### src/rtl/alu_share_sched_pkg.sv
// Shared definitions for the ALU time-share scheduler: opcodes, widths, FSM states.
// Latency: n/a (types and constants only).
// Backpressure: n/a.
package alu_share_sched_pkg;

    localparam int XLEN_DEF    = 32;
    localparam int ALU_OPW     = 4;
    localparam int ALU_NUM_OPS = 12;

    // Opcodes understood by the ALU that sits beside the scheduler
    localparam logic [ALU_OPW-1:0] ALU_ADD   = 4'd0;
    localparam logic [ALU_OPW-1:0] ALU_SUB   = 4'd1;
    localparam logic [ALU_OPW-1:0] ALU_AND   = 4'd2;
    localparam logic [ALU_OPW-1:0] ALU_OR    = 4'd3;
    localparam logic [ALU_OPW-1:0] ALU_XOR   = 4'd4;
    localparam logic [ALU_OPW-1:0] ALU_SLL   = 4'd5;
    localparam logic [ALU_OPW-1:0] ALU_SRL   = 4'd6;
    localparam logic [ALU_OPW-1:0] ALU_SRA   = 4'd7;
    localparam logic [ALU_OPW-1:0] ALU_SLT   = 4'd8;
    localparam logic [ALU_OPW-1:0] ALU_SLTU  = 4'd9;
    localparam logic [ALU_OPW-1:0] ALU_PASSA = 4'd10;
    localparam logic [ALU_OPW-1:0] ALU_PASSB = 4'd11;

    typedef enum logic [1:0] {
        ST_IDLE = 2'd0,
        ST_EXEC = 2'd1,
        ST_RESP = 2'd2
    } sched_state_t;

    // An opcode is legal when it falls inside 0..num_ops-1
    function automatic logic op_is_legal(input logic [7:0] op, input int num_ops);
        return int'(op) < num_ops;
    endfunction

endpackage

### src/rtl/alu_share_sched_if.sv
// One requester's channel: operation request plus its result return path.
// Latency: n/a (wiring only).
// Backpressure: req side valid/ready, rsp side valid/ready.
interface alu_share_sched_if
    import alu_share_sched_pkg::*;
#(
    parameter int XLEN = XLEN_DEF,
    parameter int OPW  = ALU_OPW
) ();

    logic            req_valid;
    logic            req_ready;
    logic [XLEN-1:0] req_in1;
    logic [XLEN-1:0] req_in2;
    logic [OPW-1:0]  req_op;

    logic            rsp_valid;
    logic            rsp_ready;
    logic [XLEN-1:0] rsp_data;
    logic            rsp_err;

    // Requester side
    modport master (
        output req_valid, req_in1, req_in2, req_op, rsp_ready,
        input  req_ready, rsp_valid, rsp_data, rsp_err
    );

    // Scheduler side
    modport slave (
        input  req_valid, req_in1, req_in2, req_op, rsp_ready,
        output req_ready, rsp_valid, rsp_data, rsp_err
    );

endinterface

### src/rtl/alu_share_sched.sv
// Round-robin time-share of one external combinational ALU between two requesters.
// Latency: handshake at T -> response valid at T+1+EXEC_CYCLES; one op in flight.
// Backpressure: no request accepted outside IDLE; response held until rsp_ready.
module alu_share_sched
    import alu_share_sched_pkg::*;
#(
    parameter int XLEN        = XLEN_DEF,
    parameter int OPW         = ALU_OPW,
    parameter int NUM_OPS     = ALU_NUM_OPS,
    parameter int EXEC_CYCLES = 1
) (
    input  logic                 clk,
    input  logic                 reset,
    alu_share_sched_if.slave     req0,
    alu_share_sched_if.slave     req1,
    output logic [XLEN-1:0]      alu_in1,
    output logic [XLEN-1:0]      alu_in2,
    output logic [OPW-1:0]       alu_op,
    input  logic [XLEN-1:0]      alu_out,
    output logic                 busy
);

    localparam logic [3:0] EXEC_LOAD = 4'(EXEC_CYCLES - 1);

    sched_state_t    state;
    logic            grant;
    logic            prio;
    logic [3:0]      exec_cnt;

    logic [XLEN-1:0] opnd_in1;
    logic [XLEN-1:0] opnd_in2;
    logic [OPW-1:0]  opnd_op;
    logic            opnd_err;
    logic [XLEN-1:0] result;

    logic            in_idle;
    logic            in_exec;
    logic            in_resp;
    logic            sel;
    logic            handshake;
    logic            exec_done;
    logic            rsp_take;
    logic [XLEN-1:0] new_in1;
    logic [XLEN-1:0] new_in2;
    logic [OPW-1:0]  new_op;

    assign in_idle = (state == ST_IDLE);
    assign in_exec = (state == ST_EXEC);
    assign in_resp = (state == ST_RESP);

    // Contention goes to prio; a lone requester wins outright
    assign sel = (req0.req_valid & req1.req_valid) ? prio : req1.req_valid;

    assign req0.req_ready = in_idle & ~sel;
    assign req1.req_ready = in_idle &  sel;
    assign handshake      = (req0.req_valid & req0.req_ready) |
                            (req1.req_valid & req1.req_ready);

    assign new_in1 = sel ? req1.req_in1 : req0.req_in1;
    assign new_in2 = sel ? req1.req_in2 : req0.req_in2;
    assign new_op  = sel ? req1.req_op  : req0.req_op;

    assign exec_done = in_exec & (exec_cnt == 4'd0);
    assign rsp_take  = in_resp & (grant ? req1.rsp_ready : req0.rsp_ready);

    // ALU sees the captured operands only while executing, zero otherwise
    assign alu_in1 = in_exec ? opnd_in1 : '0;
    assign alu_in2 = in_exec ? opnd_in2 : '0;
    assign alu_op  = in_exec ? opnd_op  : '0;

    // Response is presented only to the requester that owns the operation
    assign req0.rsp_valid = in_resp & ~grant;
    assign req1.rsp_valid = in_resp &  grant;
    assign req0.rsp_data  = req0.rsp_valid ? result : '0;
    assign req1.rsp_data  = req1.rsp_valid ? result : '0;
    assign req0.rsp_err   = req0.rsp_valid & opnd_err;
    assign req1.rsp_err   = req1.rsp_valid & opnd_err;

    assign busy = ~in_idle;

    // Scheduler FSM: arbitration, execute countdown, response wait, fairness flip
    always_ff @(posedge clk) begin
        if (reset) begin
            state    <= ST_IDLE;
            grant    <= 1'b0;
            prio     <= 1'b0;
            exec_cnt <= 4'd0;
        end else begin
            case (state)
                ST_IDLE: begin
                    grant <= sel;
                    if (handshake) begin
                        exec_cnt <= EXEC_LOAD;
                        state    <= ST_EXEC;
                    end
                end
                ST_EXEC: begin
                    if (exec_cnt == 4'd0) begin
                        state <= ST_RESP;
                    end else begin
                        exec_cnt <= exec_cnt - 4'd1;
                    end
                end
                ST_RESP: begin
                    if (rsp_take) begin
                        prio  <= ~grant;
                        state <= ST_IDLE;
                    end
                end
                default: state <= ST_IDLE;
            endcase
        end
    end

    // Datapath: capture operands at acceptance, capture ALU result at end of EXEC
    always_ff @(posedge clk) begin
        if (reset) begin
            opnd_in1 <= '0;
            opnd_in2 <= '0;
            opnd_op  <= '0;
            opnd_err <= 1'b0;
            result   <= '0;
        end else begin
            if (handshake) begin
                opnd_in1 <= new_in1;
                opnd_in2 <= new_in2;
                opnd_op  <= new_op;
                opnd_err <= ~op_is_legal(8'(new_op), NUM_OPS);
            end
            if (exec_done) begin
                result <= opnd_err ? '0 : alu_out;
            end
        end
    end

endmodule

### src/flat_wrapper.sv
// flat-port wrapper written by rule: the top's interface ports become plain ports
module alu_share_sched_flat import alu_share_sched_pkg::*;
#(
    parameter int XLEN        = XLEN_DEF,
    parameter int OPW         = ALU_OPW,
    parameter int NUM_OPS     = ALU_NUM_OPS,
    parameter int EXEC_CYCLES = 1
)
  (clk, reset, alu_in1, alu_in2, alu_op, alu_out, busy, req0_req_valid, req0_req_in1, req0_req_in2, req0_req_op, req0_rsp_ready, req0_req_ready, req0_rsp_valid, req0_rsp_data, req0_rsp_err, req1_req_valid, req1_req_in1, req1_req_in2, req1_req_op, req1_rsp_ready, req1_req_ready, req1_rsp_valid, req1_rsp_data, req1_rsp_err);
  alu_share_sched_if #(.XLEN(XLEN), .OPW(OPW)) req0_i ();
  alu_share_sched_if #(.XLEN(XLEN), .OPW(OPW)) req1_i ();
  input  logic clk;
  input  logic reset;
  output logic [XLEN-1:0] alu_in1;
  output logic [XLEN-1:0] alu_in2;
  output logic [OPW-1:0] alu_op;
  input  logic [XLEN-1:0] alu_out;
  output logic busy;
  input wire logic [$bits(req0_i.req_valid)-1:0] req0_req_valid;
  input wire logic [$bits(req0_i.req_in1)-1:0] req0_req_in1;
  input wire logic [$bits(req0_i.req_in2)-1:0] req0_req_in2;
  input wire logic [$bits(req0_i.req_op)-1:0] req0_req_op;
  input wire logic [$bits(req0_i.rsp_ready)-1:0] req0_rsp_ready;
  output wire logic [$bits(req0_i.req_ready)-1:0] req0_req_ready;
  output wire logic [$bits(req0_i.rsp_valid)-1:0] req0_rsp_valid;
  output wire logic [$bits(req0_i.rsp_data)-1:0] req0_rsp_data;
  output wire logic [$bits(req0_i.rsp_err)-1:0] req0_rsp_err;
  input wire logic [$bits(req1_i.req_valid)-1:0] req1_req_valid;
  input wire logic [$bits(req1_i.req_in1)-1:0] req1_req_in1;
  input wire logic [$bits(req1_i.req_in2)-1:0] req1_req_in2;
  input wire logic [$bits(req1_i.req_op)-1:0] req1_req_op;
  input wire logic [$bits(req1_i.rsp_ready)-1:0] req1_rsp_ready;
  output wire logic [$bits(req1_i.req_ready)-1:0] req1_req_ready;
  output wire logic [$bits(req1_i.rsp_valid)-1:0] req1_rsp_valid;
  output wire logic [$bits(req1_i.rsp_data)-1:0] req1_rsp_data;
  output wire logic [$bits(req1_i.rsp_err)-1:0] req1_rsp_err;
  assign req0_i.req_valid = req0_req_valid;
  assign req0_i.req_in1 = req0_req_in1;
  assign req0_i.req_in2 = req0_req_in2;
  assign req0_i.req_op = req0_req_op;
  assign req0_i.rsp_ready = req0_rsp_ready;
  assign req0_req_ready = req0_i.req_ready;
  assign req0_rsp_valid = req0_i.rsp_valid;
  assign req0_rsp_data = req0_i.rsp_data;
  assign req0_rsp_err = req0_i.rsp_err;
  assign req1_i.req_valid = req1_req_valid;
  assign req1_i.req_in1 = req1_req_in1;
  assign req1_i.req_in2 = req1_req_in2;
  assign req1_i.req_op = req1_req_op;
  assign req1_i.rsp_ready = req1_rsp_ready;
  assign req1_req_ready = req1_i.req_ready;
  assign req1_rsp_valid = req1_i.rsp_valid;
  assign req1_rsp_data = req1_i.rsp_data;
  assign req1_rsp_err = req1_i.rsp_err;
  alu_share_sched #(.XLEN(XLEN), .OPW(OPW), .NUM_OPS(NUM_OPS), .EXEC_CYCLES(EXEC_CYCLES)) u_core (.clk(clk), .reset(reset), .req0(req0_i), .req1(req1_i), .alu_in1(alu_in1), .alu_in2(alu_in2), .alu_op(alu_op), .alu_out(alu_out), .busy(busy));
endmodule
### config.mk
export PLATFORM = sky130hd
export DESIGN_NAME = alu_share_sched_flat
export DESIGN_NICKNAME = d
export VERILOG_FILES = /design/src/rtl/alu_share_sched_pkg.sv /design/src/rtl/alu_share_sched_if.sv /design/src/rtl/alu_share_sched.sv /design/src/flat_wrapper.sv
export SDC_FILE = /design/constraint.sdc
export NUM_CORES = 1
export LEC_CHECK = 0
export CAP_MARGIN = 40
export CORE_AREA = 2 2 122 124
export CTS_CLUSTER_DIAMETER = 120
export DETAILED_ROUTE_END_ITERATION = 16
export DIE_AREA = 0 0 124 126
export PLACE_DENSITY = 0.8
export SETUP_SLACK_MARGIN = 0.4
export SYNTH_ARGS = -nofsm -noshare
export SYNTH_HDL_FRONTEND = slang
export SYNTH_SLANG_ARGS = --single-unit
### constraint.sdc
create_clock -name clk -period 2.4 [get_ports clk]
set_input_delay 0.24 -clock clk [delete_from_list [all_inputs] [get_ports clk]]
set_output_delay 0.24 -clock clk [all_outputs]
set_load 0.1 [all_outputs]
==> results by group <==
Power
  • Pleak: ~4.2 nW
  • Internal power: about 0.0036 W
  • Sw Pwr: between 0.0015 and 0.002 W
  • Logic gate share of total power: between 30% and 40%
  • Sequential Power Share: between 30% and 40%
  • Switching Fraction: around 32%
  • VDD IR max: 0.000312 V
  • Clock power frac: a little under a third
  • Pwr dens: around 550 nW/µm²

Place
  • PortBufs: 312
  • Placed Cells: 1039
  • DP Wirelength: roughly 13000 µm
  • GP Congestion: 0.782
  • Dpl ws: about 0.43 ns

Global routing
  • Gr usage total: roughly 22%
  • Total congestion overflow: 0
  • Vias in the first global route: between 5000 and 6000
  • First-pass GRT wire length: around 27000 µm
  • Pin count of the biggest net entering global routing: 72
  • Antenna violations before repair: 1

Worst setup path
  • WP data arrival: roughly 1.7 ns
  • CP required: between 2 and 2.5 ns
  • Critical-path top delay cell: dfxtp_2
  • CP Launch Type: flip-flop
  • Worst-path maximum fanout: 17
  • Top Family by Delay on Critical Path: simple AND/OR/NAND/NOR gates
  • Crit path largest cell delay: roughly 0.38 ns
  • WP buf/inv: 2
  • Critical path class: reg2out
  • CP endpoint kind: output pin
  • CP cell instances: nor2b_2 > nor2b_4 > buf_6 > and2_1 > buf_12

Timing
  • RSZ-0062 raised after global routing: true
  • Slew headroom: 72.8%
  • Slew @ Worst Pin: ~0.41 ns
  • Worst Skew: 0.00573 ns
  • Final Slew Violations: 0
  • Count of final setup violators: 0
  • Post-route clock period utilization: 80.9%
  • Hold Fails Final Rpt: 0
  • Hold_ws: 0.457 ns
  • TNS Setup: 0 ns
  • Post-layout min period: 1.94 ns
  • Fmax: roughly 0.5 GHz
  • Final WS setup: about 0.46 ns

Final layout
  • Final Util: about 68%
  • Commonest non-fill, non-tap cell in the layout: clkdlybuf4s50_1
  • Layout net count: around 1000
  • Area grow syn2layout: 78.0%
  • Sequential Area: ~2200 µm²
  • Area of the multi-input gates: roughly 3000 µm²
  • Layout cell share with drive strength beyond 1: 23.9%
  • Commonest non-fill, non-tap cells in the layout: 173 x clkdlybuf4s50_1, 108 x dfxtp_1, 82 x and2_1
  • Non-filler cells, final: 1057
  • # fillers: between 1000 and 1500

Route
  • Drt wl/cell: between 15 and 20 µm
  • Vias/cell: 5.07
  • DR vias: 5357
  • Initial drt markers: 281
  • Post-route ant nets: 0
  • Remaining DRCs: 0
  • Drt first pass iters: 4
  • Wirelength, routed: between 15000 and 20000 µm

Yosys
  • Top post-synthesis cells by area: dfxtp_1 40%, mux2i_1 13%, and2_1 12%
  • Syn Inst Count: 584
  • Synthesis Warnings: 0
  • Post-synth cell types: 30
  • EDFF count, synth: 0
  • Area leader, netlist: dfxtp_1
  • Post-Syn Area: 5430 µm²
  • Asr flop ratio synth: 0%
  • Synth Register Bits: 109
  • Mean post-synth cell area: just over 9 µm²
  • Predominant post-synthesis flop cell: dfxtp_1
  • Post-synthesis sequential area ratio: roughly two fifths
  • Top cell type's share of synthesized area: 40.2%
  • Post-synthesis net count: 760

Clock tree
  • Total clock sinks: 109
  • Clock latency at the later pin of the worst-skew pair: approximately 0.34 ns
  • Total CTS buffers: 9
  • Max Buffers Root-to-Sink: 2
  • CTS tree: yes
  • Root Driver: clkbuf_16
  • Reg clk slew, reported paths: 0.07 ns
  • Post-CTS Hold Buffers: 0
  • H-tree Lvls: 3

Die
  • Row count: 44
  • Die area: 15600 µm²
  • Core footprint: around 14000 µm²
  • Die X: 124 µm
  • Die Ht: about 130 µm
  • Ports: about 310
  • Starting Density: a little under two fifths

Hold path
  • Hold Path Class: reg2reg

Status
  • Status: finished clean

Job
  • Max Cap Viol: 0
[final timing paths]
path | endpoint | from | slack [ns] | cells after the start
hold reg to reg | u_core.opnd_in2[31] | u_core.opnd_in2[31] | 0.46 | 1
setup / recovery | req0_rsp_data[0] | u_core.state[1] | 0.46 | 5
setup reg to reg | u_core.result[30] | u_core.exec_cnt[0] | 0.55 | 7
hold / removal | u_core.opnd_in2[31] | u_core.opnd_in2[31] | 0.46 | 1
[power by group through the flow]
stage	clock (W)	sequential, W	combinational, W
after CTS	0.00163	0.00208	0.00160
after global routing	0.00170	0.00211	0.00170
final	0.00160	0.00209	0.00161
after detailed placement	0	0.00212	0.00159
after global placement	0	0.00212	0.00157
after floorplan	0	0.00208	0.00103
[cell usage after synthesis, types with 3 or more instances]
cell type	count
mux2i_1	69
nand2_1	39
buf_6	4
clkbuf_1	36
and2_1	105
nand3_1	5
and3_1	33
a21oi_1	38
buf_8	3
buf_4	3
o2bb2ai_1	69
buf_2	12
nand3b_1	32
nor2b_1	4
dfxtp_1	109
inv_1	5
[sequential cells by signal, summed over array words and instances (netlist names), 2 cells and up]
signal,flops
u_core.state,2
u_core.exec_cnt,4
u_core.opnd_in1,32
u_core.opnd_in2,32
u_core.result,32
u_core.opnd_op,4
[cell type report]
class,count,share of cell area [%]
Inverter,5,0.233
Timing Repair Buffer,331,40.6
Clock buffer,11,2.51
Sequential cell,109,22.6
Clock inverter,4,0.751
Tap cell,184,2.38
Multi-Input combinational cell,412,31.0
Antenna cell,1,0.0259
[stage by stage]
step	area, µm²	total power (W)
6_report	9670	0.00529
5_1_grt	9670	0.00550
4_1_cts	9620	0.00531
3_5_place_dp	9280	0.00370
3_3_place_gp	9280	0.00369
2_1_floorplan	5460	0.00311
[cell families after synthesis]
kind of cell	after synthesis	share of synthesized area, %
fa+ha+maj	2	0.461
flops	109	40.2
simple gates	228	25.1
xor+xnor	2	0.322
mux	70	12.9
compound gates	110	15.0
buf+inv	63	6.01
[layer usage]
metal  wire (µm)  global-route usage (%)  vias up  part of all wire, %
met3        1740                    7.65       32                  9.9
met2        8570                    37.0      231                   49
li1            -                       -     2606                    -
met5           0                       0        -                    0
met4         388                    9.05        0                  2.2
met1        6880                    25.6     2488                   39
[repair_timing]
action	CTS	global route
endpoints found under the hold margin	0	0
endpoints found under the setup margin	35	86
resized for setup	8	6
gates cloned	1	1
buffers inserted	0	0
No activity file was read; power rests on OpenSTA's default activity.
